### src/rtl/mem_access_stage_pkg.sv
// Shared encodings for the MEM stage: write-back source select, load type and FSM states.
package mem_access_stage_pkg;

  localparam logic [1:0] WD_SEL_ALU  = 2'b00;
  localparam logic [1:0] WD_SEL_MEM  = 2'b01;
  localparam logic [1:0] WD_SEL_PC   = 2'b10;
  localparam logic [1:0] WD_SEL_ZERO = 2'b11;

  localparam logic [1:0] LD_W   = 2'b00;
  localparam logic [1:0] LD_LB  = 2'b01;
  localparam logic [1:0] LD_LBU = 2'b10;
  localparam logic [1:0] LD_LH  = 2'b11;

  typedef enum logic [1:0] {
    IDLE     = 2'b00,
    LD_WAIT  = 2'b01,
    SB_MERGE = 2'b10
  } mem_state_e;

  function automatic logic [31:0] sext8(input logic [7:0] b);
    return {{24{b[7]}}, b};
  endfunction

  function automatic logic [31:0] sext16(input logic [15:0] h);
    return {{16{h[15]}}, h};
  endfunction

endpackage

### src/rtl/mem_access_stage_lane_unit.sv
// Combinational lane logic: load extraction from the read word and the sb byte merge.
module mem_lane_unit
  import mem_access_stage_pkg::*;
(
  input  logic [31:0] rdata_i,
  input  logic [1:0]  byte_off_i,
  input  logic [1:0]  mem_data_sel_i,
  input  logic [7:0]  sb_data_i,
  output logic [31:0] load_val_o,
  output logic [31:0] merged_o
);

  logic [7:0]  byte_s;
  logic [15:0] half_s;

  // Load lane extraction; bit 0 of the offset is ignored for halfwords.
  always_comb begin
    byte_s = rdata_i[{byte_off_i, 3'b000} +: 8];
    half_s = byte_off_i[1] ? rdata_i[31:16] : rdata_i[15:0];
    case (mem_data_sel_i)
      LD_W:    load_val_o = rdata_i;
      LD_LB:   load_val_o = sext8(byte_s);
      LD_LBU:  load_val_o = {24'd0, byte_s};
      LD_LH:   load_val_o = sext16(half_s);
      default: load_val_o = rdata_i;
    endcase
  end

  // Byte-store merge: replace one little-endian lane of the read word.
  always_comb begin
    merged_o = rdata_i;
    case (byte_off_i)
      2'd0:    merged_o[7:0]   = sb_data_i;
      2'd1:    merged_o[15:8]  = sb_data_i;
      2'd2:    merged_o[23:16] = sb_data_i;
      2'd3:    merged_o[31:24] = sb_data_i;
      default: merged_o        = rdata_i;
    endcase
  end

endmodule

### src/rtl/mem_access_stage.sv
// MEM pipeline stage: drives the synchronous data memory, handles loads and sb read-modify-write,
// and registers the MEM/WB fields.
module mem_access_stage
  import mem_access_stage_pkg::*;
#(
  parameter int DMEM_AW = 14
) (
  input  logic               clk_i,
  input  logic               rst_i,
  input  logic [31:0]        alu_result_i,
  input  logic [31:0]        mem_wd_i,
  input  logic               mem_we_i,
  input  logic [1:0]         mem_data_sel_i,
  input  logic [4:0]         wr_i,
  input  logic [1:0]         wd_sel_i,
  input  logic               regfile_we_i,
  input  logic [31:0]        return_pc_i,
  input  logic [31:0]        current_pc_i,
  input  logic               is_sb_i,
  input  logic [31:0]        dmem_rdata_i,
  output logic [DMEM_AW-1:0] dmem_addr_o,
  output logic               dmem_we_o,
  output logic [31:0]        dmem_wdata_o,
  output logic               stall_o,
  output logic [31:0]        wb_wd_o,
  output logic [4:0]         wr_o,
  output logic               regfile_we_o,
  output logic [31:0]        current_pc_o
);

  mem_state_e  state_q, state_d;
  logic [31:0] wb_wd_q, wb_wd_d;
  logic [4:0]  wr_q, wr_d;
  logic        rf_we_q, rf_we_d;
  logic [31:0] pc_q, pc_d;

  logic        is_load_s, is_sb_s, is_sw_s;
  logic        dmem_we_s, stall_s;
  logic [31:0] dmem_wdata_s, wd_mux_s, load_val_s, merged_s;

  // A load wins over a simultaneous store request.
  assign is_load_s = (wd_sel_i == WD_SEL_MEM);
  assign is_sb_s   = mem_we_i & is_sb_i & ~is_load_s;
  assign is_sw_s   = mem_we_i & ~is_sb_i & ~is_load_s;

  mem_lane_unit u_lane (
    .rdata_i        (dmem_rdata_i),
    .byte_off_i     (alu_result_i[1:0]),
    .mem_data_sel_i (mem_data_sel_i),
    .sb_data_i      (mem_wd_i[7:0]),
    .load_val_o     (load_val_s),
    .merged_o       (merged_s)
  );

  // Non-load write-back source select.
  always_comb begin
    case (wd_sel_i)
      WD_SEL_ALU:  wd_mux_s = alu_result_i;
      WD_SEL_PC:   wd_mux_s = return_pc_i;
      WD_SEL_ZERO: wd_mux_s = 32'd0;
      default:     wd_mux_s = 32'd0;
    endcase
  end

  // Next-state, memory strobes and MEM/WB next values.
  always_comb begin
    state_d      = state_q;
    wb_wd_d      = wb_wd_q;
    wr_d         = wr_q;
    rf_we_d      = rf_we_q;
    pc_d         = pc_q;
    dmem_we_s    = 1'b0;
    stall_s      = 1'b0;
    dmem_wdata_s = mem_wd_i;
    case (state_q)
      IDLE: begin
        if (is_load_s || is_sb_s) begin
          stall_s = 1'b1;
          wb_wd_d = 32'd0;
          wr_d    = 5'd0;
          rf_we_d = 1'b0;
          pc_d    = 32'd0;
          state_d = is_load_s ? LD_WAIT : SB_MERGE;
        end else begin
          dmem_we_s = is_sw_s;
          wb_wd_d   = wd_mux_s;
          wr_d      = wr_i;
          rf_we_d   = regfile_we_i;
          pc_d      = current_pc_i;
          state_d   = IDLE;
        end
      end
      LD_WAIT: begin
        wb_wd_d = load_val_s;
        wr_d    = wr_i;
        rf_we_d = regfile_we_i;
        pc_d    = current_pc_i;
        state_d = IDLE;
      end
      SB_MERGE: begin
        dmem_we_s    = 1'b1;
        dmem_wdata_s = merged_s;
        wb_wd_d      = wd_mux_s;
        wr_d         = wr_i;
        rf_we_d      = regfile_we_i;
        pc_d         = current_pc_i;
        state_d      = IDLE;
      end
      default: state_d = IDLE;
    endcase
  end

  // FSM state and MEM/WB register bank.
  always_ff @(posedge clk_i) begin
    if (rst_i) begin
      state_q <= IDLE;
      wb_wd_q <= 32'd0;
      wr_q    <= 5'd0;
      rf_we_q <= 1'b0;
      pc_q    <= 32'd0;
    end else begin
      state_q <= state_d;
      wb_wd_q <= wb_wd_d;
      wr_q    <= wr_d;
      rf_we_q <= rf_we_d;
      pc_q    <= pc_d;
    end
  end

  // Reset also cancels any pending sb merge write.
  assign dmem_addr_o  = alu_result_i[DMEM_AW+1:2];
  assign dmem_we_o    = dmem_we_s & ~rst_i;
  assign stall_o      = stall_s & ~rst_i;
  assign dmem_wdata_o = dmem_wdata_s;
  assign wb_wd_o      = wb_wd_q;
  assign wr_o         = wr_q;
  assign regfile_we_o = rf_we_q;
  assign current_pc_o = pc_q;

endmodule

### config.mk
export PLATFORM = sky130hd
export DESIGN_NAME = mem_access_stage
export DESIGN_NICKNAME = d
export VERILOG_FILES = /design/src/rtl/mem_access_stage_pkg.sv /design/src/rtl/mem_access_stage_lane_unit.sv /design/src/rtl/mem_access_stage.sv
export SDC_FILE = /design/constraint.sdc
export NUM_CORES = 1
export LEC_CHECK = 0
export ABC_AREA = 1
export CELL_PAD_IN_SITES_DETAIL_PLACEMENT = 1
export CELL_PAD_IN_SITES_GLOBAL_PLACEMENT = 2
export CORE_ASPECT_RATIO = 1.4
export CORE_MARGIN = 4
export CORE_UTILIZATION = 18
export DETAILED_ROUTE_END_ITERATION = 8
export PLACE_DENSITY_LB_ADDON = 0.1
export SETUP_SLACK_MARGIN = 0.15
export SLEW_MARGIN = 40
export SYNTH_ARGS = -nofsm -noshare
export SYNTH_HDL_FRONTEND = slang
export SYNTH_SLANG_ARGS = --single-unit
### constraint.sdc
create_clock -name clk_i -period 2 [get_ports clk_i]
set_clock_uncertainty 0.2 [all_clocks]
set_input_delay 0.4 -clock clk_i [delete_from_list [all_inputs] [get_ports clk_i]]
set_output_delay 0.4 -clock clk_i [all_outputs]
set_load 0.01 [all_outputs]
==> results.yml, run 1 <==
global_routing:
  grt_pass1_vias: 7137
  grt_pass1_wl_microns: 41100
  grt_max_degree: 56
  grt_use_total: 0.177
  grt.overflow.total: 0
  grt_antenna_before_repair: 2
detailed_routing:
  drc: 0
  antenna_left: 0
  drt-initial-drc-count: 246
  num_vias: 6690
  top_layer: "met4"
  wire_per_inst_microns: 18.0
  wl_met3_microns: 1750
  totalWireLength_microns: 27400
  avgViaCountPerCell: 4.40
  met2_length_microns: 14400
  dr.pass1.iters: 4
  met1_length_microns: 10700
cts:
  clock_latency_ns: 0.34
  clockRootBuffer: "clkbuf_16"
  hold_buffers: 0
  cts_tree: "done"
  clk_pin_slew_ns: 0.06
  htreeDepth: 3
  cts_sinks: 72
  cts_buffer_depth: 2
  cts_inserted_buffers: 9
setup_path:
  path_buf_inv: 4
  crit_arrival_ns: 1.57
  cp_slowest_cell: "dfxtp_2"
  endpoint_kind: "output port"
  crit_type: "flip-flop to output port"
  cp-start-kind: "flip-flop"
  cp_top_family: "buffers and inverters"
  crit_required_ns: 1.40
  cp_max_fo: 6
  critPathMaxStageDelay_ns: 0.32
  path_cells: "inv_2 > ha_4 > buf_6 > clkbuf_16 > o21ai_2 > o21ai_1 > buf_2"
  rr_startpoint: "state_q[0]"
  startpoint: "state_q[0]"
yosys:
  synth_top_family_by_area: "compound AO/OA/AOI/OAI gates"
  synth.avg_cell_area_sq_um: 6.28
  yosys-top-cells-area: "dfxtp_1, o21ai_0, nand2_1"
  ys_seq_area_frac: 0.298
  synth_fa_ha_area_frac: 0.0103
  syn_inst: 772
  synth-seq-cells: 72
  synth_top_area_cell: "dfxtp_1"
  syn-cell-area_sq_um: 4840
  yosysUniqueCellTypes: 30
  synth.area.mux_share: 0.00697
  synth_nets: 950
  yosys.area_share.simple: 0.279
  synth_compound_area_frac: 0.290
  synth_xor_area_frac: 0
  yosys_warnings: 0
  yosysTopAreaCellShare: 0.298
cells_and_area:
  final_cell_mix: "clkdlybuf4s50_1, nand2_1, buf_4"
  design_area_sq_um: 9960
  drive_gt1_frac: 0.274
  final_common_cell: "clkdlybuf4s50_1"
  area_growth_pct: 106
  final_nets: 1333
placed_design:
  portBuffers: 291
  gp_congestion: 0.806
  placed_area_sq_um: 8990
  hpwlAfterDp_microns: 21700
  post-place-ws_ns: -0.909
sta:
  setup-tns-final_ns: -3.24
  worst_slew_pin_slew_ns: 0.402
  worst_hold_slack_ns: 0.327
  max_freq_mhz: 462
  slew_viol_final: 0
  final_hold_viol_count: 0
  setup_viol: 33
  rsz0062_at_grt: "true"
  maxSlewHeadroom: 0.732
  fin_crit_sh: 1.08
  fin_ws_ns: -0.166
  min_period_ns: 2.17
run_status:
  violations: "negative setup slack"
  status: "finished, violations left"
flow_run:
  max_cap_violations: 0
floorplanning:
  core_region_area_sq_um: 26400
  start_util: 0.184
  die_area_sq_um: 29600
  pin_count: 292
  die_w_microns: 147
  rows: 70
  die_h_microns: 202
power_and_ir_drop:
  total_power_mw: 4.95
  irDropWorstVdd_mv: 0.265
  total_leakage_power_nw: 4.68
  power.density_nw_per_um2: 496
hold_path:
  worstHoldPathType: "flip-flop to flip-flop"
  min_from: "wb_wd_o[2]"
## registers in the layout, indices dropped and copies added, names as in the netlist
| signal | count |
|---|---|
| wb_wd_o | 32 |
| regfile_we_o | 1 |
| wr_o | 5 |
| current_pc_o | 32 |
| state_q | 2 |
## layout make-up
class | instances | area [sq um]
tap | 360 | 450
clock buffer | 13 | 250
clock inverter | 2 | 16.3
sequential | 72 | 1440
multi-input combinational | 581 | 3340
timing repair buffer | 442 | 4250
fill | 3223 | 16400
antenna | 2 | 5.00
inverter | 49 | 204
## cells in the mapped netlist (all sizes together)
| library cell | n |
|---|---|
| mux2 | 3 |
| clkinv | 1 |
| nand3 | 98 |
| dfxtp | 72 |
| o21ai | 133 |
| o211ai | 2 |
| buf | 40 |
| a21oi | 89 |
| a22oi | 2 |
| o2bb2ai | 1 |
| inv | 48 |
| clkbuf | 32 |
| nand2 | 145 |
| a21o | 17 |
| o2111ai | 1 |
| nand4 | 3 |
| nor2 | 63 |
| nor3 | 1 |
| a31oi | 17 |
| ha | 4 |
## logic make-up after synthesis
| kind of cell | Yosys count |
|---|---|
| muxes | 3 |
| AOI/OAI and AO/OA | 262 |
| adders and majority gates | 4 |
| and+or+nand+nor | 310 |
| DFF | 72 |
| buffers and inverters | 121 |
## timing repair
action                                  in CTS  in global routing
buffers inserted                             9                  5
pin swaps                                   19                 53
gates cloned                                 3                  5
gates resized for setup                    274                130
endpoints found under the setup margin     109                125
## worst paths after layout
kind,endpoint,slack (ns),depth (start not counted)
hold / removal,wb_wd_o[2],0.33,2
setup / recovery,dmem_wdata_o[23],-0.17,7
setup reg to reg,wb_wd_o[24],0.17,10
hold reg to reg,wb_wd_o[2],0.33,2
## per-layer routing
| metal | vias to the layer above | GRT usage |
|---|---|---|
| li1 | 3393 | - |
| met2 | 207 | 0.330 |
| met3 | 17 | 0.0440 |
| met1 | 3073 | 0.196 |
| met5 | - | 0 |
| met4 | 0 | 0.0508 |
## per-stage QoR
step                 util  instances
floorplan               -        772
global placement    0.341       1482
detailed placement  0.341       1482
CTS                 0.355       1509
global route        0.378       1521
finish              0.378       1521
## tightest hold or removal path: cells and delay by family (launching register included)
family             cells  cell delay [ns]
DFF                    1             0.32
AOI/OAI and AO/OA      1             0.09
and+or+nand+nor        1             0.08
## power by group
group	switching [mW]	internal [mW]	leakage (nW)
registers	0.0363	1.52	0.591
clock network	0.641	0.871	0.126
logic	0.874	1.01	3.96
total	1.55	3.39	4.68
(Power assumes the default switching activity.)
==> run 2, diff against run 1 <==
- clock period: 2 -> 2.44 ns (I/O delays scaled with it)
==> run 2 against run 1 <==
  * The flow now finishes without violations
  * Sequential cell count is the same
  * Setup slack gained 0.28 ns
  * Non-clock buffer count shrank 46
  * Combinational power shrank 28%
  * First-iteration DRC count shrank 21%
  * Critical endpoint is now dmem_wdata_o[30]
  * Largest cell class unchanged
==> results.yml, run 2 (same netlist as run 1, synthesis figures left out) <==
run_status:
  status: "complete, no violations"
floorplanning:
  die_w_microns: 147
  start_util: 0.184
  core_region_area_sq_um: 26400
  die_area_sq_um: 29600
  pin_count: 292
  die_h_microns: 202
  rows: 70
setup_path:
  cp_slowest_cell: "dfxtp_2"
  crit_type: "flip-flop to output port"
  crit_arrival_ns: 1.64
  crit_required_ns: 1.75
  reg2reg_to: "wb_wd_o[27]"
  startpoint: "state_q[0]"
  path_cells: "inv_2 > ha_4 > buf_12 > clkinv_8 > buf_12 > a21oi_2 > a21oi_2 > buf_2"
  path_buf_inv: 5
  r2r_slack_ns: 0.31
  rr_startpoint: "state_q[0]"
  cp_max_fo: 8
  cp-start-kind: "flip-flop"
  endpoint_kind: "output port"
  critPathMaxStageDelay_ns: 0.32
  cp_top_family: "buffers and inverters"
  reg2regPathDepth: 7
cts:
  cts_inserted_buffers: 9
  clk_pin_slew_ns: 0.06
  cts_sinks: 72
  cts_buffer_depth: 2
  htreeDepth: 3
  cts_tree: "done"
  hold_buffers: 0
  clockRootBuffer: "clkbuf_16"
  clock_latency_ns: 0.35
power_and_ir_drop:
  irDropWorstVdd_mv: 0.236
  power.density_nw_per_um2: 438
  total_leakage_power_nw: 3.79
cells_and_area:
  drive_gt1_frac: 0.201
  final_common_cell: "clkdlybuf4s50_1"
  design_area_sq_um: 9190
  area_growth_pct: 89.7
  final_core_utilization: 0.349
  final_nets: 1285
  final_cell_mix: "clkdlybuf4s50_1, nand2_1, o21ai_0"
  n_fill_cell: 3251
placed_design:
  portBuffers: 291
  gp_congestion: 0.815
  placed_area_sq_um: 8600
  hpwlAfterDp_microns: 21400
sta:
  slew_viol_final: 0
  min_period_ns: 2.33
  final_hold_viol_count: 0
  rsz0062_at_grt: "true"
  fin_crit_sh: 0.954
  max_freq_mhz: 429
  worst_slew_pin_slew_ns: 0.417
  setup_viol: 0
  maxSlewHeadroom: 0.722
global_routing:
  grt_antenna_before_repair: 1
  grt_max_degree: 75
  grt.overflow.total: 0
  grt_pass1_vias: 6844
  grt_use_total: 0.174
  grt_pass1_wl_microns: 40200
hold_path:
  min_from: "wb_wd_o[5]"
  hold_depth: 2
  worstHoldPathType: "flip-flop to flip-flop"
  hold_path_end: "wb_wd_o[5]"
detailed_routing:
  drc: 0
  antenna_left: 0
  drt-initial-drc-count: 195
  avgViaCountPerCell: 4.42
  totalWireLength_microns: 26700
  dr.pass1.iters: 4
  wire_per_inst_microns: 18.1
  num_vias: 6501
flow_run:
  max_cap_violations: 0
-- run 2: cell types whose count changed in the layout (fill, tap and decap cells not counted), sizes merged, moves of 2 or more --
| cell | delta |
|---|---|
| clkbuf | -4 |
| dlymetal6s2s | -24 |
| nand3 | -2 |
| buf | -41 |
| dlygate4sd2 | -47 |
| inv | -3 |
| clkdlybuf4s50 | +71 |
-- run 2: worst max-delay path by stage --
stage                             to  slack (ns)  cells after the start
floorplan           dmem_wdata_o[12]        0.33                      6
global placement    dmem_wdata_o[15]       -0.66                      6
detailed placement  dmem_wdata_o[11]       -0.73                      6
CTS                 dmem_wdata_o[13]        0.08                      6
global route        dmem_wdata_o[30]        0.02                      8
finish              dmem_wdata_o[30]        0.11                      8
-- run 2: repair_timing --
| item | 4_1_cts | 5_1_grt |
|---|---|---|
| pin swaps | 3 | 6 |
| buffers inserted | 8 | 5 |
| setup endpoints to repair | 34 | 30 |
| gates cloned | 2 | 0 |
| gates resized for setup | 195 | 59 |
-- run 2: stage by stage --
step | std cells | power, mW | hold slack, ns | setup WS [ns] | setup TNS [ns]
6_report | 1472 | 4.03 | 0.336 | 0.111 | 0
5_1_grt | 1472 | 4.27 | 0.361 | 0.0233 | 0
4_1_cts | 1466 | 4.07 | 0.345 | 0.0778 | 0
3_5_place_dp | 1441 | 2.63 | 0.328 | -0.734 | -22.38
3_3_place_gp | 1441 | 2.63 | 0.317 | -0.660 | -20.52
2_1_floorplan | 772 | 1.80 | 0.357 | 0.325 | 0
-- run 2: where the power goes --
part           internal [mW]  leakage, nW  switching [mW]
Clock                  0.871        0.148           0.529
Sequential              1.24        0.591          0.0308
Combinational          0.719         3.05           0.638
Total                   2.83         3.79            1.20
-- run 2: layer usage --
metal | GRT usage | vias up | share of wire
met5 | 0 | - | 0
met4 | 0.0585 | 0 | 0.025
li1 | - | 3289 | -
met1 | 0.191 | 2981 | 0.39
met3 | 0.0455 | 22 | 0.066
met2 | 0.320 | 209 | 0.52
-- run 2: final cells by class --
type | count | area [sq um] | area share
Timing Repair Buffer | 396 | 3740 | 0.407
Multi-Input combinational cell | 579 | 3040 | 0.331
Sequential cell | 72 | 1440 | 0.157
Tap cell | 360 | 450 | 0.0490
Clock buffer | 13 | 270 | 0.0294
Inverter | 49 | 206 | 0.0225
Clock inverter | 2 | 37.5 | 0.00408
Antenna cell | 1 | 2.50 | 0.000272
-- run 2: worst min-delay path, cell delays in order (launching register included) --
cell     delay, ns
dfxtp_1       0.32
o21ai_0       0.09
nor2_1        0.09
